==> config.mk <==
export PLATFORM = sky130hd
export DESIGN_NAME = arbitro_rr
export DESIGN_NICKNAME = d
export VERILOG_FILES = /design/src/rtl/arbitro_rr.sv
export SDC_FILE = /design/constraint.sdc
export NUM_CORES = 1
export LEC_CHECK = 0
export BUFFER_PORTS_ARGS = -buffer_cell sky130_fd_sc_hd__buf_4
export CORE_MARGIN = 4
export CORE_UTILIZATION = 25
export CTS_CLUSTER_SIZE = 14
export DETAILED_ROUTE_END_ITERATION = 12
export PLACE_DENSITY = 0.65
export SLEW_MARGIN = 20
export SYNTH_ARGS = -nofsm -noshare
export SYNTH_HDL_FRONTEND = slang
export SYNTH_SLANG_ARGS = --single-unit
==> constraint.sdc <==
create_clock -name clk -period 1.7 [get_ports clk]
set_input_delay 0.085 -clock clk [delete_from_list [all_inputs] [get_ports clk]]
set_output_delay 0.085 -clock clk [all_outputs]
set_load 0.03 [all_outputs]
==> src/rtl/arbitro_rr.sv <==
// arbitro_rr: routes words from N_IN input FIFOs to N_OUT output FIFOs by destination field
// Ports: clk; reset (async, active-low); emptyFIFO[N_IN] input empty flags;
//        almost_fullFIFO[N_OUT] output almost-full flags; data_in[N_IN*DATA_W] input read data;
//        pop[N_IN] one-hot input read strobe; push[N_OUT] one-hot output write strobe;
//        data_out[DATA_W] write data shared by all outputs; state[2] debug (0 IDLE, 1 ACTIVE, 2 STALL).
// Build option: define ARB_RR_EN for round-robin selection; otherwise lowest non-empty index wins.
module arbitro_rr #(
    parameter int N_IN   = 4,
    parameter int N_OUT  = 4,
    parameter int DATA_W = 6
) (
    input  logic                     clk,
    input  logic                     reset,
    input  logic [N_IN-1:0]          emptyFIFO,
    input  logic [N_OUT-1:0]         almost_fullFIFO,
    input  logic [N_IN*DATA_W-1:0]   data_in,
    output logic [N_IN-1:0]          pop,
    output logic [N_OUT-1:0]         push,
    output logic [DATA_W-1:0]        data_out,
    output logic [1:0]               state
);
    localparam int DEST_W = $clog2(N_OUT);
    localparam int SEL_W  = $clog2(N_IN);

    typedef enum logic [1:0] {IDLE = 2'd0, ACTIVE = 2'd1, STALL = 2'd2} state_t;

    logic [N_IN-1:0]   req;
    logic              stall, any_req, grant;
    logic [SEL_W-1:0]  g;
    logic              s1_valid_q;
    logic [SEL_W-1:0]  s1_sel_q;
    logic [DATA_W-1:0] word, data_out_q, data_out_d;
    logic [DEST_W-1:0] dest;
    logic [N_OUT-1:0]  push_q, push_d;
    state_t            state_q, state_d;

    assign req     = ~emptyFIFO;
    assign stall   = |almost_fullFIFO;
    assign any_req = |req;
    assign grant   = !stall && any_req;

`ifdef ARB_RR_EN
    logic [SEL_W-1:0] ptr_q, ptr_d;
    logic [SEL_W-1:0] lo, hi;
    logic             hi_f;

    // Downward scan leaves the lowest match: hi is the first request at or after ptr,
    // lo the first overall, used when nothing at or after ptr is pending (wrap).
    always_comb begin
        lo   = '0;
        hi   = '0;
        hi_f = 1'b0;
        for (int i = N_IN - 1; i >= 0; i--) begin
            if (req[i]) lo = SEL_W'(i);
            if (req[i] && i >= int'(ptr_q)) begin
                hi   = SEL_W'(i);
                hi_f = 1'b1;
            end
        end
        g     = hi_f ? hi : lo;
        ptr_d = grant ? ((g == SEL_W'(N_IN - 1)) ? '0 : g + 1'b1) : ptr_q;
    end

    always_ff @(posedge clk or negedge reset) begin
        if (!reset) ptr_q <= '0;
        else        ptr_q <= ptr_d;
    end
`else
    always_comb begin
        g = '0;
        for (int i = N_IN - 1; i >= 0; i--)
            if (req[i]) g = SEL_W'(i);
    end
`endif

    assign pop = grant ? ({{(N_IN-1){1'b0}}, 1'b1} << g) : '0;

    // Input FIFOs have registered reads, so the popped word is on its slice one cycle later.
    assign word       = data_in[s1_sel_q*DATA_W +: DATA_W];
    assign dest       = word[DATA_W-1 -: DEST_W];
    assign push_d     = s1_valid_q ? ({{(N_OUT-1){1'b0}}, 1'b1} << dest) : '0;
    assign data_out_d = s1_valid_q ? word : data_out_q;

    always_comb begin
        state_d = IDLE;
        state_d = (stall && any_req) ? STALL
                : (grant || s1_valid_q || |push_q) ? ACTIVE : IDLE;
    end

    // In-flight words drain regardless of almost_full; only new pops are held back.
    always_ff @(posedge clk or negedge reset) begin
        if (!reset) begin
            s1_valid_q <= 1'b0;
            s1_sel_q   <= '0;
            data_out_q <= '0;
            push_q     <= '0;
            state_q    <= IDLE;
        end else begin
            s1_valid_q <= grant;
            s1_sel_q   <= grant ? g : s1_sel_q;
            data_out_q <= data_out_d;
            push_q     <= push_d;
            state_q    <= state_d;
        end
    end

    assign push     = push_q;
    assign data_out = data_out_q;
    assign state    = state_q;
endmodule

==> out/qor.csv <==
metric,value,unit
outcome,"complete, no violations",
mux cell area share after synthesis,27.5,%
vias,679,
Chip Width,62.8,µm
fin nets,146,
f_max,657,MHz
Synth Warn #,0,
Initial Util,26.7,%
filler cell count in the final layout,279,
ys async rst share,100,%
"Primary FF master, synth",dfrtp_1,
Setup-failing EPs final,0,
worst slew pin tran,318,ps
adder-cell share of the synthesized area,0,%
type of the worst min-delay path,input port to register,
Post CTS Setup Buffer Count,0,
root buffer cell,clkbuf_4,
post-synth top area share,50.1,%
share of layout cells above drive strength 1,55.9,%
crit-path max FO,7,
Mapped Cells,59,
IO Port Bufs,49,
Core ar.,2810,µm²
"Slew Viols, Final",0,
pre-CTS worst setup slack,170,ps
final wirelength,2.02,mm
vias per cell,4.78,
die extent in y,62.8,µm
placer congestion estimate,0.726,
CTS resizes,0,
CP Class,register to register,
largest cells by area after synthesis,"dfrtp_1 50%, mux4_1 14%, mux2_2 7.5%",
startpoint types,register,
total CTS buffers,3,
post-synthesis register bit count,15,
most instantiated cells after synthesis,"15 x dfrtp_1, 7 x nor2_1, 5 x mux2_2",
CTS tree,done,
CTS sink count,15,
Final min period,1520,ps
max layer used,met4,
first-pass GRT wire length,3.38,mm
Row Count,19,
reg2reg start,s1_sel_q[0],
largest family of logic cells by synthesized area,multiplexers,
distinct cell type count after synthesis,20,
Register-to-Register Setup Slack,180,ps
htree depth,1,
simple-gate share of the synthesized area,12.9,%
Total GRT Usage,11.2,%
Clock Skew,5.47,ps
relative slew slack,78.6,%
vias in the first global route,710,
PD cells,963,nW/µm²
HPWL after DPL,1.75,mm
full die area,3940,µm²
routed wl met2,1.08,mm
Required @ worst endpoint,1870,ps
worst vdd ir,0.351,mV
Final Hold Fails,0,
initial antenna violation count,0,
largest net degree at the start of global routing,16,
Min-Delay Startpoint,emptyFIFO[0],
CP arrival,1690,ps
DRT Pass-1 Iters,3,
final worst setup slack,178,ps
Worst R2R End,data_out[0],
met3 wire length,206,µm
RSZ-0062 raised after global routing,false,
Crit. End Element,register,
number of hold buffers added after CTS,1,
hold path depth,3,
period utilization,89.5,%
Ports,50,
Final TNS setup,0,ps
ant diodes,0,
cell with the most instances after synthesis,dfrtp_1,
compound-gate portion of the synthesized area,4.84,%
R2R depth,2,
mapped cell area,749,µm²
grt total ovfl,0,
P&R area growth vs syn,58.4,%
register area share after synthesis,50.1,%
syn nets,93,
largest area contributor in the netlist,dfrtp_1,
mean routed wirelength per cell,14.2,µm
post-route ant nets,0,
clk buf depth,2,
worst hold path endpoint,s1_sel_q[0],
clock-pin slew of the registers on the worst-case setup and hold paths,80,ps
max_cap viols,0,
Residual DRC,0,
Pleak,0.000594,µW
met1 WL,715,µm
Post-synth EDFFs,0,
post-synthesis xor/xnor area fraction,0,%
Starting DRT DRC Count,11,
clk_lat worst skew,280,ps
Syn Area/Cell,12.7,µm²
==> registers in the layout, indices dropped and copies added (netlist names) <==
name,flops
s1_sel_q,2
s1_valid_q,1
state,2
data_out,6
push,4
==> report_power, final <==
| group | leakage (µW) | internal [µW] | switching, µW |
|---|---|---|---|
| Sequential | 0.000188 | 429 | 63.5 |
| Combinational | 0.000388 | 235 | 221 |
| Clock | 0.0000177 | 87.3 | 109 |
| Total | 0.000594 | 751 | 393 |
==> worst max path at each step <==
stage | startpoint | endpoint | slack, ps | cells past startpoint
after floorplan | almost_fullFIFO[1] | pop[2] | 260 | 2
after global placement | s1_sel_q[0] | data_out[4] | 200 | 2
after detailed placement | s1_sel_q[0] | data_out[0] | 170 | 2
after CTS | s1_sel_q[0] | data_out[0] | 160 | 2
after global routing | s1_sel_q[0] | push[1] | 70 | 3
final | s1_sel_q[0] | data_out[0] | 180 | 2
==> kinds of logic after synthesis <==
kind of cell | count (synthesis)
compound gates | 7
simple gates | 19
mux | 11
buf+inv | 7
flops | 15
==> cell usage in the layout (no fill, tap or decap) <==
cell and count:
or4_1 1, and3_1 1, nand2_1 4, inv_1 4, and4_1 1, nor4_1 2, dlygate4sd3_1 1, clkbuf_4 3
dfrtp_1 15, a31oi_1 1, a21oi_1 4, mux4_2 2, nor4b_2 1, nor2_1 7, buf_4 50, o21ai_0 2
mux4_1 4, or2_1 1, nor3_1 1, mux2_2 5, clkinv_2 1
==> stage by stage <==
step	hold slack, ps	util [%]	cell area, µm²	cells	total power [µW]
floorplan	-211	-	756	59	769
global placement	-56.6	41.0	1150	137	952
detailed placement	-50.9	41.0	1150	137	962
CTS	85.8	42.3	1190	142	1170
global route	95.0	42.3	1190	142	1220
finish	96.4	42.3	1190	142	1140
==> area by class of cell <==
class	count	area [µm²]	share of cell area, %
Sequential cell	15	375	31.6
Timing Repair Buffer	51	385	32.5
Multi-Input combinational cell	37	345	29.1
Clock buffer	3	22.5	1.90
Inverter	4	15.0	1.26
Clock inverter	1	5.00	0.421
Tap cell	31	38.8	3.27
==> critical path, cell delays in order, from the launching register on <==
cell     delay [ps]
dfrtp_1         540
mux4_1          600
mux2_2          270
==> layer usage <==
layer	vias to the layer above	global-route usage (%)
met5	-	0
met4	0	2.48
met3	2	6.12
met2	35	20.1
met1	320	11.3
li1	322	-
Note: power is estimated with default switching activity, not from simulation.
